**config.mk**
```make
export PLATFORM = sky130hd
export DESIGN_NAME = deadlock_report_arbiter
export DESIGN_NICKNAME = d
export VERILOG_FILES = /design/src/rtl/deadlock_report_arbiter.sv
export SDC_FILE = /design/constraint.sdc
export NUM_CORES = 1
export LEC_CHECK = 0
export CELL_PAD_IN_SITES_DETAIL_PLACEMENT = 0
export CELL_PAD_IN_SITES_GLOBAL_PLACEMENT = 1
export CORE_MARGIN = 5
export CORE_UTILIZATION = 53
export CTS_BUF_LIST = sky130_fd_sc_hd__clkbuf_8
export CTS_CLUSTER_SIZE = 28
export DETAILED_ROUTE_END_ITERATION = 8
export DONT_BUFFER_PORTS = 1
export PLACE_DENSITY = 0.84
export SETUP_SLACK_MARGIN = 0.2
export SLEW_MARGIN = 20
export SYNTH_ARGS = -nofsm -noshare
export SYNTH_HDL_FRONTEND = slang
export SYNTH_SLANG_ARGS = --single-unit
export TNS_END_PERCENT = 100
```
**constraint.sdc**
```tcl
create_clock -name clock -period 4.54 [get_ports clock]
set_input_delay 0.908 -clock clock [delete_from_list [all_inputs] [get_ports clock]]
set_output_delay 0.908 -clock clock [all_outputs]
set_load 0.005 [all_outputs]
```
**src/rtl/deadlock_report_arbiter.sv**
```systemverilog
// Collects per-process deadlock suspects, tracks the lowest-index origin,
// confirms persistent deadlocks and clears tokens on false alarms.
module deadlock_report_arbiter #(
    parameter int PROC_NUM       = 2,
    parameter int CONFIRM_CYCLES = 4,
    parameter int CNT_W          = 16
) (
    input  logic                clock,
    input  logic                reset,
    input  logic [PROC_NUM-1:0] dl_in_vec,
    input  logic                rearm,
    output logic                dl_detect_out,
    output logic [PROC_NUM-1:0] origin,
    output logic [7:0]          origin_idx,
    output logic                token_clear,
    output logic                dl_confirmed,
    output logic [CNT_W-1:0]    dl_event_cnt
);

    localparam int TW = $clog2(CONFIRM_CYCLES + 1);
    localparam logic [TW-1:0] T_LAST = TW'(CONFIRM_CYCLES - 1);

    typedef enum logic [1:0] {
        IDLE,
        TRACK,
        CONFIRMED,
        CLEAR
    } state_t;

    state_t              state_q, state_d;
    logic [TW-1:0]       timer_q, timer_d;
    logic [PROC_NUM-1:0] origin_d;
    logic [7:0]          idx_d;
    logic                det_d;
    logic                tc_d;
    logic                conf_d;
    logic [CNT_W-1:0]    cnt_d;

    logic [PROC_NUM-1:0] sel_hot;
    logic [7:0]          sel_idx;
    logic                tracked;

    // Downward scan so the lowest set index is the last one written.
    always_comb begin
        sel_hot = '0;
        sel_idx = '0;
        for (int i = PROC_NUM - 1; i >= 0; i--) begin
            if (dl_in_vec[i]) begin
                sel_hot    = '0;
                sel_hot[i] = 1'b1;
                sel_idx    = 8'(i);
            end
        end
    end

    assign tracked = |(dl_in_vec & origin);

    always_comb begin
        state_d  = state_q;
        timer_d  = timer_q;
        origin_d = origin;
        idx_d    = origin_idx;
        det_d    = dl_detect_out;
        tc_d     = 1'b0;
        conf_d   = dl_confirmed;
        cnt_d    = dl_event_cnt;
        unique case (state_q)
            IDLE: begin
                det_d    = 1'b0;
                origin_d = '0;
                idx_d    = '0;
                conf_d   = 1'b0;
                if (|dl_in_vec) begin
                    state_d  = TRACK;
                    origin_d = sel_hot;
                    idx_d    = sel_idx;
                    det_d    = 1'b1;
                    timer_d  = '0;
                end
            end
            TRACK: begin
                if (tracked) begin
                    if (timer_q == T_LAST) begin
                        state_d = CONFIRMED;
                        conf_d  = 1'b1;
                        if (dl_event_cnt != '1)
                            cnt_d = dl_event_cnt + CNT_W'(1);
                    end else begin
                        timer_d = timer_q + TW'(1);
                    end
                end else begin
                    state_d = CLEAR;
                    tc_d    = 1'b1;
                end
            end
            CONFIRMED: begin
                if (rearm) begin
                    state_d = CLEAR;
                    tc_d    = 1'b1;
                    conf_d  = 1'b0;
                end
            end
            CLEAR: begin
                state_d  = IDLE;
                det_d    = 1'b0;
                origin_d = '0;
                idx_d    = '0;
            end
        endcase
    end

    always_ff @(posedge clock or negedge reset) begin
        if (!reset) begin
            state_q       <= IDLE;
            timer_q       <= '0;
            origin        <= '0;
            origin_idx    <= '0;
            dl_detect_out <= 1'b0;
            token_clear   <= 1'b0;
            dl_confirmed  <= 1'b0;
            dl_event_cnt  <= '0;
        end else begin
            state_q       <= state_d;
            timer_q       <= timer_d;
            origin        <= origin_d;
            origin_idx    <= idx_d;
            dl_detect_out <= det_d;
            token_clear   <= tc_d;
            dl_confirmed  <= conf_d;
            dl_event_cnt  <= cnt_d;
        end
    end

endmodule
```
# After elaboration in Yosys (flattened, before gate mapping)
# Cells that the tools add are included.
[classes]
addsub = 2
eq_ne = 11
n_mux = 26
n_bitwise = 1
n_reduce_logical = 10
[op_table]
columns = ["op", "count"]
rows = [
  ["16-bit by 1-bit adder with 16-bit output (second input constant)", 1],
  ["8-bit two-way mux", 2],
  ["16-bit != test (second input constant)", 1],
  ["8-bit one-hot mux with 2 select lines", 1],
  ["2-bit two-way mux", 7],
  ["4-bit AND reduction", 3],
  ["2-bit != test (second input constant)", 5],
  ["3-bit two-way mux", 3],
  ["2-bit one-hot mux with 4 select lines", 1],
  ["1-bit two-way mux", 7],
  ["3-bit one-hot mux with 2 select lines", 1],
  ["2-bit == test (second input constant)", 2],
  ["1-bit one-hot mux with 2 select lines", 2],
  ["2-bit one-hot mux with 2 select lines", 1],
  ["2-bit nonzero test", 2],
  ["2-bit OR reduction", 2],
  ["3-bit by 1-bit adder with 3-bit output (second input constant)", 1],
  ["3-bit by 2-bit == test with 1-bit output (second input constant)", 1],
  ["3-bit != test (second input constant)", 1],
  ["1-bit one-hot mux with 3 select lines", 1],
  ["3-bit AND reduction", 1],
  ["3-bit nonzero test", 1],
  ["2-bit bitwise AND", 1],
  ["2-bit by 1-bit == test with 1-bit output (second input constant)", 1],
  ["2-bit zero test", 1],
]
[totals]
ff_bits = 34
inputBits = 5
output_inout_bits = 29
word_cells = 58

# Depth between registers and ports, before layout
[depth]
ltp_word = 4
depth_mapped = 7
ltp_nobuf = 6

# Least setup slack after synthesis
# Ideal clock, no wire load.
[synth_timing]
path_kind = "input to register"
from = "input dl_in_vec[0]"
to = "register dl_event_cnt[12]"
setup_time_ns = 0.079
arrival_time_ns = 1.871
required_time_ns = 4.461
setup_slack_ns = 2.590
path_stages = 5
path_buffers = 1
path_cell_list = "a22o_2 nand3_2 buf_2 nor4_1 xor2_1"
[synth_between]
elab_chain_cells = 3
[synth_lines]
columns = ["item", "line", "text"]
rows = [
  ["start, declared", "10", "input logic [PROC_NUM-1:0] dl_in_vec,"],
  ["2-bit bitwise AND", "56", "assign tracked = |(dl_in_vec & origin);"],
  ["2-bit OR reduction", "56", ""],
  ["4-bit AND reduction (no source line)", "n/a", ""],
  ["end signal, assigned", "130", "dl_event_cnt <= cnt_d;"],
  ["end, declared", "17", "output logic [CNT_W-1:0] dl_event_cnt"],
]
# No other way between the ends.
# A chain may end at the register's enable or synchronous reset.

# Final worst setup path
[layout_timing]
from = "register state_q[1]"
to = "register dl_event_cnt[6]"
[layout_between]
elab_chain_cells = 2
[layout_lines]
columns = ["item", "line", "text"]
rows = [
  ["start, declared", "30", "state_t state_q, state_d;"],
  ["start signal, assigned", "123", "state_q <= state_d;"],
  ["2-bit by 1-bit == test with 1-bit output", "67", "unique case (state_q)"],
  ["4-bit AND reduction (no source line)", "n/a", ""],
]
# No other way between the ends.

==> metrics.txt <==
# TYPE chip_impl_metric gauge
chip_impl_info{name="result_of_the_run",value="completed"} 1
chip_impl_metric{name="detail_route.drc_violations",unit=""} 0
chip_impl_metric{name="max_slew.worst_pin.slew",unit="ps"} 485
chip_impl_metric{name="netlist_instances",unit=""} 143
chip_impl_metric{name="power_density",unit="nW/µm²"} 438
chip_impl_metric{name="synth-simple-area-share",unit="%"} 20.6
chip_impl_metric{name="setup_slack",unit="ps"} 2440
chip_impl_metric{name="maxCapViolCount",unit=""} 0
chip_impl_info{name="critical_path.slowest_cell",value="sky130_fd_sc_hd__a2111oi_0"} 1
chip_impl_metric{name="clk_path_buf_depth",unit=""} 2
chip_impl_metric{name="die_height",unit="µm"} 62.5
chip_impl_metric{name="final_design_area_no_fill",unit="µm²"} 1500
chip_impl_metric{name="final.period_utilization",unit="%"} 46.3
chip_impl_metric{name="io_buffer_count",unit=""} 0
chip_impl_info{name="hold_path_class",value="in -> async"} 1
chip_impl_info{name="critPathLaunchType",value="flip-flop"} 1
chip_impl_metric{name="cts_inserted_buffers",unit=""} 3
chip_impl_metric{name="route.final.wire_length",unit="mm"} 2.73
chip_impl_metric{name="place_inst",unit=""} 169
chip_impl_metric{name="yosys.area_share.xor_xnor",unit="%"} 9.00
chip_impl_metric{name="critical_path_required",unit="ps"} 4660
chip_impl_metric{name="postCtsHoldBufs",unit=""} 0
chip_impl_metric{name="drt_initial_violations",unit=""} 61
chip_impl_metric{name="layout-drive-gt1-share",unit="%"} 7.04
chip_impl_metric{name="synth_warnings",unit=""} 0
chip_impl_metric{name="antenna_cells_inserted",unit=""} 0
chip_impl_metric{name="slew_headroom",unit="%"} 66.9
chip_impl_metric{name="vias",unit=""} 1007
chip_impl_metric{name="area_growth",unit="%"} 2.91
chip_impl_metric{name="die-width",unit="µm"} 62.5
chip_impl_metric{name="ioPinCount",unit=""} 34
chip_impl_metric{name="global_route.overflow_total",unit=""} 0
chip_impl_metric{name="antenna_found_initial",unit=""} 0
chip_impl_metric{name="grt_pass1_vias",unit=""} 997
chip_impl_metric{name="achievable-frequency",unit="MHz"} 475
chip_impl_metric{name="viasPerCell",unit=""} 5.82
chip_impl_metric{name="cts_sinks",unit=""} 26
chip_impl_metric{name="dr.pass1.iters",unit=""} 2
chip_impl_metric{name="floorplan.initialDensity",unit="%"} 54.4
chip_impl_metric{name="postCtsSetupRepairBufs",unit=""} 0
chip_impl_metric{name="comb_power_share",unit="%"} 30.9
chip_impl_metric{name="num_rows",unit=""} 19
chip_impl_metric{name="synthAdderAreaFrac",unit="%"} 6.00
chip_impl_metric{name="power.net_switching",unit="mW"} 0.225
chip_impl_metric{name="timing_max_transition_violations_final",unit=""} 0
chip_impl_metric{name="fillerInstances",unit=""} 242
chip_impl_metric{name="synth_enable_flop_cells",unit=""} 0
chip_impl_metric{name="ant_nets",unit=""} 0
chip_impl_info{name="main_combinational_cell_family_by_area_after_synthesis",value="simple AND/OR/NAND/NOR gates"} 1
chip_impl_metric{name="internal_portion_of_total_power",unit="mW"} 0.433
chip_impl_metric{name="timing.final.setup_violations",unit=""} 0
chip_impl_metric{name="p_leak",unit="nW"} 0.719
chip_impl_metric{name="grt_start_max_net_pins",unit=""} 27
chip_impl_metric{name="avgSynthCellArea",unit="µm²"} 10.2
chip_impl_metric{name="synth.cell_area",unit="µm²"} 1460
chip_impl_metric{name="preCtsSetupSlack",unit="ps"} 2340
chip_impl_metric{name="crit_fanout",unit=""} 15
chip_impl_metric{name="h-tree-depth",unit=""} 1
chip_impl_info{name="critPathCaptureType",value="flip-flop"} 1
chip_impl_metric{name="share_of_power_burned_in_the_clock_network",unit="%"} 22.2
chip_impl_info{name="worstPathCellList",value="inv_1 > ha_1 > nand3_2 > a2111oi_0 > xor2_1"} 1
chip_impl_metric{name="place.gp.congestion",unit=""} 0.828
chip_impl_metric{name="sequential_area",unit="µm²"} 651
chip_impl_metric{name="worst_path_largest_cell_delay",unit="ps"} 530
chip_impl_metric{name="synthDistinctLibCells",unit=""} 37
chip_impl_info{name="critical_path_class",value="reg -> reg"} 1
chip_impl_metric{name="report.final.hold_viol_count",unit=""} 0
chip_impl_metric{name="final.setup.tns",unit="ps"} 0
chip_impl_metric{name="floorplan.core_area",unit="µm²"} 2690
chip_impl_info{name="dominantRegCellSynth",value="sky130_fd_sc_hd__dfrtp_1"} 1
chip_impl_metric{name="postSynth.asyncResetShare",unit="%"} 100
chip_impl_metric{name="synth_compound_area_share",unit="%"} 11.8
chip_impl_metric{name="fp.dieArea",unit="µm²"} 3910
chip_impl_metric{name="grt.total_usage",unit="%"} 14.7
chip_impl_metric{name="clkLatencyLatePin",unit="ps"} 260
chip_impl_metric{name="clock_tree_skew_after_final_layout",unit="ps"} 2.39
chip_impl_metric{name="period_needed",unit="ps"} 2100
chip_impl_metric{name="cts_repair_resize_count",unit=""} 0
chip_impl_metric{name="pwr-share-seq",unit="%"} 46.9
chip_impl_metric{name="cts.clk_slew.worst_paths",unit="ps"} 90
chip_impl_metric{name="vdd_drop_max",unit="mV"} 0.269
chip_impl_metric{name="placed_inst_area",unit="µm²"} 1450
chip_impl_metric{name="nets",unit=""} 155
chip_impl_metric{name="wire_length_of_the_first_global_routing_pass",unit="mm"} 4.83
chip_impl_metric{name="synth_seq_cells",unit=""} 26
chip_impl_metric{name="multiInputGateArea",unit="µm²"} 739
chip_impl_info{name="cts_tree",value="done"} 1
chip_impl_metric{name="dp_hpwl",unit="mm"} 2.10
chip_impl_metric{name="top_area_cell_type_share_of_the_netlist_area",unit="%"} 44.6
chip_impl_metric{name="final_cell_count_no_fill",unit=""} 173
chip_impl_metric{name="postLayoutCoreUtil",unit="%"} 55.9
chip_impl_info{name="yosys-top-cells-area",value="sky130_fd_sc_hd__dfrtp_1 45%, sky130_fd_sc_hd__xor2_1 8.4%, sky130_fd_sc_hd__ha_1 6.0%"} 1
chip_impl_info{name="post-synth-top-area-cell",value="sky130_fd_sc_hd__dfrtp_1"} 1
chip_impl_metric{name="swShare",unit="%"} 34.2
chip_impl_metric{name="wl_per_cell",unit="µm"} 15.8
chip_impl_info{name="unrepaired_setup_endpoints_after_global_routing",value="no"} 1
chip_impl_metric{name="worst_ep_arrival_time",unit="ps"} 2230
chip_impl_metric{name="synth_mux_area_share",unit="%"} 1.46
chip_impl_info{name="clk_root_buffer_cell",value="sky130_fd_sc_hd__clkbuf_8"} 1
chip_impl_metric{name="yosysSeqAreaShare",unit="%"} 44.6
critical path: cells and delay by family, from the launching register on:
family,cells,cell delay (ps)
AOI/OAI and AO/OA,1,530
xor gates and xnor gates,1,130
adders and majority gates,1,410
buffers and inverters,1,110
DFF,1,430
and+or+nand+nor,1,340
synthesized netlist by cell type (2+ instances only):
master and n:
sky130_fd_sc_hd__or3_1 2, sky130_fd_sc_hd__nand2_1 15, sky130_fd_sc_hd__nor3_1 3, sky130_fd_sc_hd__xor2_1 14
sky130_fd_sc_hd__a211oi_1 2, sky130_fd_sc_hd__ha_1 7, sky130_fd_sc_hd__buf_2 2, sky130_fd_sc_hd__a22o_1 3
sky130_fd_sc_hd__dfrtp_1 26, sky130_fd_sc_hd__nand4_1 4, sky130_fd_sc_hd__nor2b_1 2, sky130_fd_sc_hd__nand3_1 5
sky130_fd_sc_hd__a21oi_1 4, sky130_fd_sc_hd__a2111oi_0 2, sky130_fd_sc_hd__a22oi_1 2, sky130_fd_sc_hd__nor4_1 7
sky130_fd_sc_hd__buf_4 8, sky130_fd_sc_hd__nand2b_1 2, sky130_fd_sc_hd__nor3b_1 3, sky130_fd_sc_hd__nor2_1 4
sky130_fd_sc_hd__inv_1 5, sky130_fd_sc_hd__o31ai_1 2, sky130_fd_sc_hd__o21ai_0 5
per-stage QoR:
stage          hold slack (ps)  power, mW
3_3_place_gp               510      0.509
4_1_cts                    325      0.664
5_1_grt                    311      0.710
2_1_floorplan              475      0.475
6_report                   329      0.658
3_5_place_dp               518      0.517
sequential cells by signal, summed over array words and instances, names as in the netlist:
| register | cells |
|---|---|
| dl_confirmed | 1 |
| dl_event_cnt | 16 |
| dl_detect_out | 1 |
| token_clear | 1 |
| origin | 2 |
| timer_q | 3 |
| state_q | 2 |
cell families (layout without fill, tap and decap cells):
family,after synthesis,in the layout
AOI/OAI and AO/OA,24,24
DFF,26,26
muxes,2,2
and+or+nand+nor,52,52
other,1,7
adders and majority gates,7,7
xor gates and xnor gates,15,15
buffers and inverters,16,9
final timing paths:
kind                       depth (start not counted)                    startpoint  slack [ps]                           end
max                                                5        state_q[1]$_DFFE_PN0P_        2440   dl_event_cnt[6]$_DFFE_PN0P_
min                                                0                         reset         330  dl_event_cnt[10]$_DFFE_PN0P_
max reg2reg                                        5        state_q[1]$_DFFE_PN0P_        2440   dl_event_cnt[6]$_DFFE_PN0P_
min reg2reg                                        1  dl_event_cnt[15]$_DFFE_PN0P_         530  dl_event_cnt[15]$_DFFE_PN0P_
max in group asynchronous                          0                         reset        4140  dl_event_cnt[15]$_DFFE_PN0P_
min in group clock                                 1  dl_event_cnt[15]$_DFFE_PN0P_         530  dl_event_cnt[15]$_DFFE_PN0P_
cell usage in the layout (no fill, tap or decap):
cell	count
sky130_fd_sc_hd__a2111oi_0	2
sky130_fd_sc_hd__a2111oi_2	1
sky130_fd_sc_hd__a211oi_1	2
sky130_fd_sc_hd__a21oi_1	4
sky130_fd_sc_hd__a22o_1	3
sky130_fd_sc_hd__a22o_2	1
sky130_fd_sc_hd__a22oi_1	2
sky130_fd_sc_hd__a311oi_1	1
sky130_fd_sc_hd__and4_2	1
sky130_fd_sc_hd__clkbuf_8	4
sky130_fd_sc_hd__conb_1	7
sky130_fd_sc_hd__dfrtp_1	26
sky130_fd_sc_hd__ha_1	7
sky130_fd_sc_hd__inv_1	5
sky130_fd_sc_hd__mux2_1	1
sky130_fd_sc_hd__mux2i_1	1
sky130_fd_sc_hd__nand2_1	15
sky130_fd_sc_hd__nand2b_1	2
sky130_fd_sc_hd__nand3_1	5
sky130_fd_sc_hd__nand3_2	1
sky130_fd_sc_hd__nand4_1	4
sky130_fd_sc_hd__nand4_2	1
sky130_fd_sc_hd__nor2_1	4
sky130_fd_sc_hd__nor2b_1	2
sky130_fd_sc_hd__nor3_1	3
sky130_fd_sc_hd__nor3b_1	3
sky130_fd_sc_hd__nor4_1	7
sky130_fd_sc_hd__nor4_4	1
sky130_fd_sc_hd__o21ai_0	5
sky130_fd_sc_hd__o21ai_1	1
sky130_fd_sc_hd__o31ai_1	2
sky130_fd_sc_hd__or2_1	1
sky130_fd_sc_hd__or3_1	2
sky130_fd_sc_hd__xnor2_1	1
sky130_fd_sc_hd__xor2_1	14
power by group through the flow:
stage / combinational, mW / clock (mW) / sequential [mW]
finish: 0.203 / 0.146 / 0.308
global route: 0.234 / 0.161 / 0.315
CTS: 0.205 / 0.150 / 0.309
detailed placement: 0.204 / 0 / 0.313
global placement: 0.198 / 0 / 0.311
floorplan: 0.174 / 0 / 0.301
routing by layer:
metal	global-route usage [%]	share of wire, %	vias to the layer above
met2	23.4	48	23
met1	19.3	45	484
met3	4.14	6.3	4
met4	4.24	0.99	0
met5	0	0	-
li1	-	-	496
final cells by class:
class	count	area share, %
multi-input combinational	107	49.2
sequential	26	43.3
clock buffer	4	3.66
tap	31	2.58
inverter	5	1.25
No activity file was read; power rests on OpenSTA's default activity.
